File: config.mk
export PLATFORM = sky130hd
export DESIGN_NAME = branch_ctrl
export DESIGN_NICKNAME = d
export VERILOG_FILES = /design/src/rtl/branch_pkg.sv /design/src/rtl/ras_stack.sv /design/src/rtl/branch_ctrl.sv
export SDC_FILE = /design/constraint.sdc
export NUM_CORES = 1
export LEC_CHECK = 0
export CORE_AREA = 2 2 63 65
export DETAILED_ROUTE_END_ITERATION = 8
export DIE_AREA = 0 0 65 67
export PLACE_DENSITY = 0.79
export RECOVER_POWER = 100
export SYNTH_ARGS = -nofsm -noshare
export SYNTH_HDL_FRONTEND = slang
export SYNTH_SLANG_ARGS = --single-unit
File: constraint.sdc
create_clock -name Clk -period 2.65 [get_ports Clk]
set_input_delay 0.3975 -clock Clk [delete_from_list [all_inputs] [get_ports Clk]]
set_output_delay 0.3975 -clock Clk [all_outputs]
set_load 0.05 [all_outputs]
File: src/rtl/branch_pkg.sv
// Shared definitions for the branch controller: opcodes, FSM states, address type
// and the jump-target table.
package branch_pkg;

    typedef logic [5:0] addr_t;

    typedef enum logic {
        RUN    = 1'b0,
        HALTED = 1'b1
    } state_e;

    localparam logic [2:0] OP_HALT = 3'b100;
    localparam logic [2:0] OP_LDLC = 3'b101;
    localparam logic [2:0] OP_BCC  = 3'b110;
    localparam logic [2:0] OP_CTL  = 3'b111;

    localparam logic [1:0] SUB_JMP  = 2'b00;
    localparam logic [1:0] SUB_CALL = 2'b01;
    localparam logic [1:0] SUB_RET  = 2'b10;
    localparam logic [1:0] SUB_LOOP = 2'b11;

    localparam logic [5:0] HALT_IMM  = 6'h3F;
    localparam int         LUT_DEPTH = 16;

    // Jump-target table indexed by the 4-bit target field of the instruction.
    function automatic addr_t jump_lut(input logic [3:0] idx);
        addr_t t;
        case (idx)
            4'd0:    t = 6'd1;
            4'd1:    t = 6'd9;
            4'd2:    t = 6'd14;
            4'd3:    t = 6'd22;
            4'd4:    t = 6'd27;
            4'd5:    t = 6'd31;
            4'd6:    t = 6'd35;
            4'd7:    t = 6'd40;
            4'd8:    t = 6'd44;
            4'd9:    t = 6'd48;
            4'd10:   t = 6'd51;
            4'd11:   t = 6'd54;
            4'd12:   t = 6'd57;
            4'd13:   t = 6'd59;
            4'd14:   t = 6'd61;
            default: t = 6'd63;
        endcase
        return t;
    endfunction

endpackage

File: src/rtl/ras_stack.sv
// Return-address stack. Entry 0 is the oldest; a push into a full stack
// discards the oldest entry so the most recent return addresses survive.
module ras_stack
    import branch_pkg::*;
#(
    parameter int STACK_DEPTH = 2
) (
    input  logic  Clk,
    input  logic  Reset,
    input  logic  push,
    input  logic  pop,
    input  addr_t push_data,
    output logic  empty,
    output logic  full,
    output addr_t top
);

    localparam int CW = $clog2(STACK_DEPTH + 1);

    addr_t         entries [STACK_DEPTH];
    logic [CW-1:0] count;

    assign empty = (count == '0);
    assign full  = (count == CW'(STACK_DEPTH));

    // Newest entry sits at position count-1.
    always_comb begin
        top = '0;
        for (int i = 0; i < STACK_DEPTH; i++) begin
            if (CW'(i + 1) == count) top = entries[i];
        end
    end

    // Push/pop bookkeeping; a full push shifts everything down by one slot.
    always_ff @(posedge Clk) begin
        if (Reset) begin
            count <= '0;
            for (int i = 0; i < STACK_DEPTH; i++) entries[i] <= '0;
        end else if (push) begin
            if (full) begin
                for (int i = 0; i < STACK_DEPTH - 1; i++) entries[i] <= entries[i + 1];
                entries[STACK_DEPTH - 1] <= push_data;
            end else begin
                for (int i = 0; i < STACK_DEPTH; i++) begin
                    if (CW'(i) == count) entries[i] <= push_data;
                end
                count <= count + 1'b1;
            end
        end else if (pop && !empty) begin
            count <= count - 1'b1;
        end
    end

endmodule

File: src/rtl/branch_ctrl.sv
// Control-flow unit: decodes branch/jump/call/return/loop/halt and drives the
// program counter's jump interface combinationally from the current instruction.
//
// state  | meaning
// RUN    | executing; instructions decoded and state updated
// HALTED | HALT seen; PC held via Jen=1/Jump=PC until Reset
module branch_ctrl
    import branch_pkg::*;
#(
    parameter int STACK_DEPTH = 2
) (
    input  logic       Clk,
    input  logic       Reset,
    input  logic [8:0] Instruction,
    input  logic [5:0] PC,
    input  logic       FlagWe,
    input  logic       FlagZero,
    output logic       Jen,
    output logic [5:0] Jump,
    output logic       halted,
    output logic       stack_err
);

    state_e     state;
    logic       zflag;
    logic [5:0] loop_cnt;

    logic       do_push;
    logic       do_pop;
    logic       ras_empty;
    logic       ras_full;
    addr_t      ras_top;

    logic [2:0] op;
    logic [1:0] sub;
    logic [5:0] imm;
    addr_t      target;

    assign op     = Instruction[8:6];
    assign sub    = Instruction[5:4];
    assign imm    = Instruction[5:0];
    assign target = jump_lut(Instruction[3:0]);

    // Decode: jump interface plus stack push/pop requests for this cycle.
    always_comb begin
        Jen     = 1'b0;
        Jump    = 6'd0;
        do_push = 1'b0;
        do_pop  = 1'b0;
        if (Reset) begin
            Jen  = 1'b0;
            Jump = 6'd0;
        end else if (state == HALTED) begin
            Jen  = 1'b1;
            Jump = PC;
        end else begin
            case (op)
                OP_BCC: begin
                    // Instruction[5]=0 branches on zero, =1 on non-zero.
                    if (Instruction[5] ? !zflag : zflag) begin
                        Jen  = 1'b1;
                        Jump = target;
                    end
                end
                OP_CTL: begin
                    case (sub)
                        SUB_JMP: begin
                            Jen  = 1'b1;
                            Jump = target;
                        end
                        SUB_CALL: begin
                            Jen     = 1'b1;
                            Jump    = target;
                            do_push = 1'b1;
                        end
                        SUB_RET: begin
                            // Underflow returns to address 0.
                            Jen    = 1'b1;
                            Jump   = ras_empty ? 6'd0 : ras_top;
                            do_pop = 1'b1;
                        end
                        default: begin
                            // Taken iff the decremented count is still non-zero.
                            if (loop_cnt > 6'd1) begin
                                Jen  = 1'b1;
                                Jump = target;
                            end
                        end
                    endcase
                end
                OP_HALT: begin
                    if (imm == HALT_IMM) begin
                        Jen  = 1'b1;
                        Jump = PC;
                    end
                end
                default: begin
                    Jen  = 1'b0;
                    Jump = 6'd0;
                end
            endcase
        end
    end

    // FSM, zero flag, loop counter and sticky stack error.
    always_ff @(posedge Clk) begin
        if (Reset) begin
            state     <= RUN;
            halted    <= 1'b0;
            zflag     <= 1'b0;
            loop_cnt  <= 6'd0;
            stack_err <= 1'b0;
        end else if (state == RUN) begin
            if (FlagWe) zflag <= FlagZero;
            if (op == OP_LDLC) loop_cnt <= imm;
            if (op == OP_CTL && sub == SUB_LOOP && loop_cnt != 6'd0)
                loop_cnt <= loop_cnt - 6'd1;
            if ((do_push && ras_full) || (do_pop && ras_empty))
                stack_err <= 1'b1;
            if (op == OP_HALT && imm == HALT_IMM) begin
                state  <= HALTED;
                halted <= 1'b1;
            end
        end
    end

    ras_stack #(
        .STACK_DEPTH(STACK_DEPTH)
    ) u_ras (
        .Clk       (Clk),
        .Reset     (Reset),
        .push      (do_push),
        .pop       (do_pop),
        .push_data (PC + 6'd1),
        .empty     (ras_empty),
        .full      (ras_full),
        .top       (ras_top)
    );

endmodule
==> results of run 1 <==
[worst min-delay path: cells and delay by family, from the launching register on]
| family | cells | cell delay [ps] |
|---|---|---|
| AOI/OAI and AO/OA | 1 | 40 |
| DFF | 1 | 330 |
| and+or+nand+nor | 1 | 70 |
[path summary, 6_finish.rpt]
path	endpoint	cells past startpoint
min reg2reg	stack_err	2
max	Jump[5]	8
max reg2reg	loop_cnt[0]	5
min	stack_err	2
[layout by cell type, fill, tap and decap left out, types with 7 or more instances in the layout]
| cell | synthesis | final |
|---|---|---|
| sky130_fd_sc_hd__nor2_1 | 18 | 18 |
| sky130_fd_sc_hd__edfxtp_1 | 12 | 12 |
| sky130_fd_sc_hd__ha_1 | 14 | 13 |
| sky130_fd_sc_hd__buf_12 | 0 | 7 |
| sky130_fd_sc_hd__a21oi_1 | 18 | 17 |
| sky130_fd_sc_hd__nor2b_1 | 8 | 8 |
| sky130_fd_sc_hd__nand3b_1 | 10 | 10 |
| sky130_fd_sc_hd__buf_4 | 2 | 14 |
| sky130_fd_sc_hd__inv_1 | 12 | 12 |
| sky130_fd_sc_hd__o21ai_0 | 6 | 7 |
| sky130_fd_sc_hd__nand3_1 | 8 | 8 |
| sky130_fd_sc_hd__dfxtp_1 | 12 | 10 |
| sky130_fd_sc_hd__clkdlybuf4s50_1 | 0 | 18 |
| sky130_fd_sc_hd__nand2_1 | 9 | 9 |
[metal layers]
metal / global-route usage / vias up / routed length (um)
li1: - / 904 / -
met1: 0.308 / 860 / 2160
met2: 0.397 / 42 / 2360
met3: 0.0372 / 9 / 201
met4: 0.0505 / 0 / 95
met5: 0 / - / 0
[flip-flops by register name, indices dropped and copies added, names as in the netlist]
register and cells:
state 1, halted 1, zflag 1, loop_cnt 6
u_ras.entries 12, u_ras.count 2, stack_err 1
[final cells by class]
type	instances	area share
Timing Repair Buffer	44	0.180
Tap cell	48	0.0233
Inverter	12	0.0175
Clock buffer	3	0.0160
Multi-Input combinational cell	174	0.517
Clock inverter	1	0.0117
Sequential cell	24	0.234
[power by group]
part	switching (uW)	total, uW	internal, uW
Clock	125	327	202
Sequential	11.9	414	402
Combinational	123	230	107
[logic make-up (layout without fill, tap and decap cells)]
family          after synthesis  after routing  share of synthesized area
mux                           6              6                     0.0335
flops                        24             24                      0.304
simple gates                 78             78                      0.233
buf+inv                      23             60                     0.0487
compound gates               69             69                      0.261
fa+ha+maj                    14             14                     0.0886
xor+xnor                      7              7                     0.0310
[stage by stage]
step | instance area (um2) | cells | TNS, ps
6_report | 2570 | 306 | 0
2_1_floorplan | 1980 | 221 | 0
5_1_grt | 2570 | 306 | 0
3_3_place_gp | 2450 | 302 | 0
4_1_cts | 2520 | 306 | -173
3_5_place_dp | 2450 | 302 | 0
[repair_timing]
action	4_1_cts	5_1_grt
hold buffers	0	0
endpoints found under the hold margin	0	0
setup endpoints to repair	5	6
resized for setup	0	14
pin swaps	0	2
==> impl_metrics.tcl, run 1 <==
set metrics [dict create \
    final.period_utilization 0.971 \
    total_congestion_overflow_after_global_routing 0 \
    cp-start-kind "primary input" \
    antenna_left 0 \
    start_util 0.548 \
    buffer_cell_driving_the_clock_tree_root "sky130_fd_sc_hd__clkbuf_8" \
    dr_total_vias 1815 \
    path_delay_family "buffers and inverters" \
    cap_violations 0 \
    cp-end-kind "output port" \
    boundaryPins 28 \
    register_area_um2 603 \
    cts_buffer_depth 2 \
    post_route_cells_drive_above_1_share 0.194 \
    hold_path_startpoint "stack_err" \
    async_reset_ff_frac 0 \
    n_fill_cell 284 \
    worst_setup_path_startpoint "Instruction[5]" \
    finalSetupViolations 0 \
    cellPowerDensity_mw_per_mm2 377 \
    final-hold-violation-count 0 \
    synth_edf_count 12 \
    post-layout-total-power_uw 971 \
    path_max_fanout 10 \
    die_w_um 65 \
    post_detail_place_hpwl_um 3640 \
    htreeDepth 1 \
    synthDominantAreaCellType "sky130_fd_sc_hd__edfxtp_1" \
    final_critical_path_setup_slack_ps 76.7 \
    row_count 22 \
    timing_max_transition_violations_final 0 \
    slowest_stage "sky130_fd_sc_hd__clkdlybuf4s50_1" \
    floorplan.die_area_mm2 0.00436 \
    drt-initial-drc-count 133 \
    synthesis.yosys.warnings 0 \
    whs_ps 480 \
    route.final.wire_length_um 4810 \
    rsz_0062_raised_after_global_routing "no" \
    critical_path_arrival_ps 2180 \
    drc 0 \
    period_needed_ps 2570 \
    viasPerCell 5.93 \
    finalWeightedCongestion 0.891 \
    clkSinkCount 24 \
    drt-wirelength-per-cell_um 15.7 \
    final_util 0.714 \
    critical_path.reg2reg.startpoint "loop_cnt[0]" \
    buffer_ports.inserted 27 \
    cts_tree "yes" \
    postSynthNetCount 254 \
    detailedRoute.firstPassIterationCount 4 \
    result_of_the_run "complete, no violations" \
    cts-buffers-inserted 3 \
    ff2ff_setup_slack_ps 410 \
    core_region_area_mm2 0.00361 \
    ys.flop_type "sky130_fd_sc_hd__edfxtp_1" \
    worstPathCellList "clkdlybuf4s50_1, buf_6, nand2_1, o41ai_4, buf_4, nand3b_1, nand3_1, buf_12" \
    floorplan.die.height_um 67 \
    crit_path_max_incr_delay_ps 520 \
    cp_num_buf_inv 4 \
    worst-setup-path-type "in2out" \
    vias_in_the_first_global_route 1675 \
    area_share_of_the_largest_cell_type_after_synthesis 0.182 \
    avg_cell_area_syn_um2 8.95 \
    synthDistinctLibCells 59 \
    power.static_leakage_uw 0.000962 \
    antenna_cells_inserted 0 \
    multiInputGateArea_mm2 0.00133 \
    preCtsSetupSlack_ps 26.5 \
    instance_count_of_the_mapped_netlist 221 \
    grt_pass1_wl_um 7890 \
    worstHoldPathType "reg2reg" \
    groute.usage.overall 0.232 \
    areaGrowthSynthToFinish_pct 30.3 \
    clock.fmax_mhz 389 \
    syn-cell-area_mm2 0.00198 \
    fin_worst_skew_ps 9.15 \
    ys_seq_elements 24 \
    worst_setup_hold_path_clk_slew_ps 80 \
    worst_skew_pair.late_latency_ps 270 \
    timing.slew.headroom 0.322 \
    final_nets 292 \
    irDropWorstVdd_mv 0.423 \
    antenna_found_initial 0 \
    netlist_top_cells_count "18 x sky130_fd_sc_hd__a21oi_1, 18 x sky130_fd_sc_hd__nor2_1, 14 x sky130_fd_sc_hd__ha_1" \
    synth.yosys.seq_area_share 0.304 \
    grt_max_degree 23 \
    crit_required_ps 2250 \
    cts_setup_buffers 0 \
    max_slew.worst_pin.slew_ps 1010 \
    synthTopCellsByArea "sky130_fd_sc_hd__edfxtp_1 18%, sky130_fd_sc_hd__dfxtp_1 12%, sky130_fd_sc_hd__ha_1 8.9%, sky130_fd_sc_hd__a21oi_1 4.6%, sky130_fd_sc_hd__nand3b_1 3.8%" \
]
Power figures use the tool's default switching activity.
==> inputs of run 2 (changes only) <==
CORE_AREA = 3 3 64 66   (was 2 2 63 65)
DIE_AREA = 0 0 67 69   (was 0 0 65 67)
clock period = 2.7 ns   (was 2.65 ns; I/O delays follow)
==> run 2 against run 1 <==
Compared with the run above: final cell count is the same; sequential share of layout area grew 0.31 points; sequential cell count is the same; non-clock buffer count is the same; via count grew 0.17%; register-to-register slack gained 490 ps; routed wire length shrank 1.4%; die area grew 6.2%; clock-buffer cell count is the same; global-route usage shrank 1.9 points; cell area shrank 1.5%; core utilization shrank 1.6 points; critical path type unchanged.
==> impl_metrics.tcl, run 2 (synthesis gave the netlist of run 1 again) <==
set metrics [dict create \
    result_of_the_run "complete, no violations" \
    power_frac_seq 0.430 \
    start_util 0.544 \
    n_fill_cell 308 \
    final.period_utilization 0.969 \
    antenna_left 0 \
    timing.slew.headroom 0.650 \
    buffer_ports.inserted 27 \
    power.share.switching 0.267 \
    worst_skew_pair.late_latency_ps 270 \
    route.final.wire_length_um 4740 \
    max_slew.worst_pin.slew_ps 524 \
    ff2ff_path_depth 6 \
    layout.cells.most_common_list "18 x sky130_fd_sc_hd__nor2_1, 18 x sky130_fd_sc_hd__a21oi_1, 16 x sky130_fd_sc_hd__clkdlybuf4s50_1, 15 x sky130_fd_sc_hd__buf_4, 13 x sky130_fd_sc_hd__ha_1" \
    core_region_area_mm2 0.00363 \
    drt-wirelength-per-cell_um 15.5 \
    cell_internal_pwr_uw 693 \
    cts_setup_buffers 0 \
    instances_no_fill 306 \
    clkSinkCount 24 \
    groute.usage.overall 0.213 \
    floorplan.die.height_um 69 \
    period_needed_ps 2620 \
    cp-end-kind "output port" \
    setup-tns-final_ps 0 \
    cts_tree "yes" \
    drt-initial-drc-count 162 \
    post_cts_hold_buffer_count 0 \
    power.static_leakage_uw 0.000954 \
    irDropWorstVdd_mv 0.303 \
    antenna_cells_inserted 0 \
    preCtsSetupSlack_ps 0.612 \
    critical_path_arrival_ps 2210 \
    biggestRegsByFlops "u_ras.entries: 12 flops, loop_cnt: 6 flops, u_ras.count: 2 flops" \
    floorplan.die_area_mm2 0.00462 \
    cellPowerDensity_mw_per_mm2 373 \
    netSwitchingPower_uw 253 \
    cts-buffers-inserted 3 \
    areaGrowthSynthToFinish_pct 28.3 \
    critical_path.reg2reg.startpoint "u_ras.count[1]" \
    final_nets 292 \
    drc 0 \
    clock.fmax_mhz 382 \
    power_frac_clock 0.339 \
    crit_required_ps 2300 \
    cp-start-kind "primary input" \
    worstHoldPathType "reg2reg" \
    dr_total_vias 1818 \
    cts_buffer_depth 2 \
    cap_violations 0 \
    vias_in_the_first_global_route 1649 \
    htreeDepth 1 \
    fin_worst_skew_ps 5.32 \
    largest_register_ffs 12 \
    worst_setup_hold_path_clk_slew_ps 90 \
    viasPerCell 5.94 \
    comb_power_share 0.232 \
    worst-setup-path-type "in2out" \
    buffer_cell_driving_the_clock_tree_root "sky130_fd_sc_hd__clkbuf_8" \
    total_congestion_overflow_after_global_routing 0 \
    timing_max_transition_violations_final 0 \
    path_max_fanout 7 \
    boundaryPins 28 \
    grt_pass1_wl_um 7870 \
    final_critical_path_setup_slack_ps 83.4 \
    final_util 0.698 \
    hold_path_startpoint "stack_err" \
    die_w_um 67 \
    critical_path.reg2reg.endpoint "u_ras.entries[0][9]" \
    layout.cell_area.non_filler_mm2 0.00254 \
    hold_ep "stack_err" \
    final-hold-violation-count 0 \
    finalSetupViolations 0 \
    post_route_cells_drive_above_1_share 0.182 \
    grt_max_degree 20 \
    post_detail_place_hpwl_um 3670 \
    placed_instances 302 \
    finalWeightedCongestion 0.821 \
    row_count 22 \
    ff2ff_setup_slack_ps 900 \
    detailedRoute.firstPassIterationCount 4 \
    top_register "u_ras.entries" \
    antenna_found_initial 0 \
    place_area_mm2 0.00245 \
    hold-path-cell-count 2 \
]
run 2: power groups by stage:
| stage | registers (uW) | logic [uW] | clock network, uW |
|---|---|---|---|
| after floorplan | 413 | 130 | 0 |
| after global placement | 414 | 216 | 0 |
| final | 406 | 219 | 320 |
| after detailed placement | 414 | 220 | 0 |
| after global routing | 408 | 240 | 339 |
| after CTS | 406 | 221 | 328 |
run 2: layout make-up:
| class | count | area, um2 | share of cell area |
|---|---|---|---|
| flip-flops and latches | 24 | 602 | 0.237 |
| clock inverters | 1 | 30.0 | 0.0118 |
| well taps | 48 | 60.1 | 0.0237 |
| repair buffers | 44 | 433 | 0.171 |
| inverters | 12 | 45.0 | 0.0178 |
| multi-input cells | 174 | 1330 | 0.522 |
| clock buffers | 3 | 41.3 | 0.0163 |
run 2: metrics by stage:
| step | hold WS, ps | total power (uW) |
|---|---|---|
| after floorplan | 486 | 543 |
| after global placement | 450 | 630 |
| after detailed placement | 459 | 634 |
| after CTS | 481 | 955 |
| after global routing | 510 | 987 |
| final | 472 | 946 |
run 2: how the worst max path moves through the flow:
stage                   start       to  slack, ps  depth (start not counted)
2_1_floorplan  u_ras.count[0]  Jump[0]        110                          5
3_3_place_gp   Instruction[6]  Jump[4]         50                          6
3_5_place_dp   Instruction[6]  Jump[1]        0.6                          6
4_1_cts           loop_cnt[0]  Jump[1]          4                          7
5_1_grt           loop_cnt[1]  Jump[2]        -10                          7
6_report       Instruction[6]  Jump[5]         80                          7
run 2: timing repair:
item	in CTS	in global routing
endpoints found under the hold margin	0	0
resized for setup	0	10
setup endpoints to repair	0	5
run 2: worst max-delay path, stage by stage:
cell	delay, ps
sky130_fd_sc_hd__dlygate4sd3_1	630
sky130_fd_sc_hd__nand2b_1	240
sky130_fd_sc_hd__o41ai_4	330
sky130_fd_sc_hd__buf_4	200
sky130_fd_sc_hd__nand3b_1	80
sky130_fd_sc_hd__nand3_1	100
sky130_fd_sc_hd__clkbuf_4	230
run 2: per-layer routing:
metal	routed length [um]	global-route usage	vias up	share of wire
met5	0	0	-	0
li1	-	-	908	-
met2	2390	0.344	43	0.50
met4	27	0.0383	0	0.0057
met3	185	0.0358	2	0.039
met1	2140	0.297	865	0.45
==> inputs of run 3 (changes only) <==
CORE_AREA = 5 5 66 68   (was 3 3 64 66)
DIE_AREA = 0 0 71 73   (was 0 0 67 69)
==> run 3 against run 2 <==
Compared with the run above: final cell count grew 1.3%; register-to-register slack got worse by 60 ps; non-clock buffer count up 2; critical path depth rose by 1; clock power grew 3%; cell area grew 2.6%; fmax decreased by 0.30%.
==> impl_metrics.tcl, run 3 (synthesis gave the netlist of run 1 again) <==
set metrics [dict create \
    hold-path-cell-count 2 \
    clkSinkCount 24 \
    final_nets 294 \
    top_register "u_ras.entries" \
    ff2ff_setup_slack_ps 840 \
    biggestRegsByFlops "u_ras.entries: 12 flops, loop_cnt: 6 flops, u_ras.count: 2 flops" \
    critical_path_arrival_ps 2220 \
    cap_violations 0 \
    timing.slew.headroom 0.588 \
    finalSetupViolations 0 \
    grt_pass1_wl_um 8340 \
    cts-buffers-inserted 3 \
    crit_path_max_incr_delay_ps 480 \
    ff2ff_path_depth 5 \
    worstPathCellList "clkdlybuf4s50_1, ha_1, nand3_2, o41ai_4, buf_4, nand3b_1, o221ai_2, buf_12" \
    final.period_utilization 0.972 \
    drt-wirelength-per-cell_um 16.6 \
    worst-setup-path-type "in2out" \
    row_count 23 \
    cts_buffer_depth 2 \
    power.static_leakage_uw 0.000967 \
    boundaryPins 28 \
    buffer_ports.inserted 27 \
    total_congestion_overflow_after_global_routing 0 \
    detailedRoute.firstPassIterationCount 4 \
    grt_max_degree 26 \
    cp-end-kind "output port" \
    setup-tns-final_ps 0 \
    drc 0 \
    hold_ep "stack_err" \
    floorplan.die_area_mm2 0.00518 \
    viasPerCell 5.90 \
    cellPowerDensity_mw_per_mm2 371 \
    buffer_cell_driving_the_clock_tree_root "sky130_fd_sc_hd__clkbuf_8" \
    route.final.wire_length_um 5150 \
    result_of_the_run "complete, no violations" \
    crit_required_ps 2300 \
    post_detail_place_hpwl_um 3850 \
    worst_skew_pair.late_latency_ps 280 \
    final-hold-violation-count 0 \
    fin_worst_skew_ps 6.15 \
    core_region_area_mm2 0.00380 \
    post_cts_hold_buffer_count 0 \
    critical_path.reg2reg.endpoint "loop_cnt[5]" \
    path_max_fanout 6 \
    dr_total_vias 1830 \
    htreeDepth 1 \
    worstHoldPathType "reg2reg" \
    antenna_cells_inserted 0 \
    final_util 0.685 \
    cts_tree "yes" \
    groute.usage.overall 0.202 \
    antenna_left 0 \
    antenna_found_initial 0 \
    period_needed_ps 2620 \
    worst_setup_hold_path_clk_slew_ps 90 \
    vias_in_the_first_global_route 1811 \
    finalWeightedCongestion 0.872 \
    post_route_cells_drive_above_1_share 0.212 \
    slowest_stage "sky130_fd_sc_hd__clkdlybuf4s50_1" \
    mostFrequentLayoutCell "sky130_fd_sc_hd__clkdlybuf4s50_1" \
    areaGrowthSynthToFinish_pct 31.6 \
    critical_path.reg2reg.startpoint "loop_cnt[0]" \
    hold_path_startpoint "stack_err" \
    start_util 0.520 \
    cp-start-kind "primary input" \
    irDropWorstVdd_mv 0.306 \
    floorplan.die.height_um 73 \
    layout.cells.most_common_list "20 x sky130_fd_sc_hd__clkdlybuf4s50_1, 19 x sky130_fd_sc_hd__buf_4, 18 x sky130_fd_sc_hd__nor2_1, 17 x sky130_fd_sc_hd__a21oi_1, 13 x sky130_fd_sc_hd__ha_1" \
    largest_register_ffs 12 \
    die_w_um 71 \
    timing_max_transition_violations_final 0 \
    max_slew.worst_pin.slew_ps 617 \
    clock.fmax_mhz 381 \
    drt-initial-drc-count 90 \
]
## run 3: cell types whose count changed in the layout (fill, tap and decap cells not counted), moves of 2 or more
cell                              previous run  this run
sky130_fd_sc_hd__dlygate4sd3_1               4         0
sky130_fd_sc_hd__clkbuf_1                    2         0
sky130_fd_sc_hd__buf_4                      15        19
sky130_fd_sc_hd__clkdlybuf4s50_1            16        20
sky130_fd_sc_hd__buf_12                      5         7
## run 3: timing repair
item                                   CTS  global route
pin swaps                                0             4
endpoints found under the hold margin    0             0
gates resized for setup                  2            11
buffers inserted                         0             2
setup endpoints to repair                3             5
## run 3: layer usage
| layer | vias up | routed length [um] | track usage |
|---|---|---|---|
| met5 | - | 0 | 0 |
| met4 | 0 | 92 | 0.0772 |
| met3 | 9 | 151 | 0.0358 |
| met2 | 30 | 2820 | 0.382 |
| met1 | 880 | 2090 | 0.223 |
| li1 | 911 | - | - |
## run 3: how the worst max path moves through the flow
| stage | to | start |
|---|---|---|
| global route | Jump[2] | Instruction[0] |
| detailed placement | Jump[4] | Instruction[0] |
| floorplan | Jump[0] | u_ras.count[0] |
| finish | Jump[4] | Instruction[0] |
| CTS | Jump[1] | loop_cnt[0] |
| global placement | Jump[0] | Instruction[5] |
## run 3: layout make-up
class                      count  area [um2]
timing repair buffer          46         483
clock inverter                 1        30.0
inverter                      12        45.0
multi-input combinational    174        1340
sequential                    24         603
clock buffer                   3        41.3
tap                           50        62.6
fill                         297        1200
## run 3: critical path, delay by kind of cell
kind | cells | cell delay, ps
AOI/OAI and AO/OA | 2 | 540
and+or+nand+nor | 2 | 230
buffers and inverters | 3 | 860
adders and majority gates | 1 | 180
## run 3: per-stage QoR
stage	std cells	area, um2	setup WS (ps)	power [uW]	hold slack, ps
floorplan	221	1980	110	543	486
global placement	304	2460	109	629	454
detailed placement	304	2460	42.6	635	467
CTS	308	2540	-47.5	959	489
global route	310	2600	-12.2	1000	516
finish	310	2600	75.5	965	485
## run 3: power breakdown
group          switching (uW)  internal (uW)
Sequential               12.0            395
Combinational             122            106
Clock                     131            199
Total                     265            700
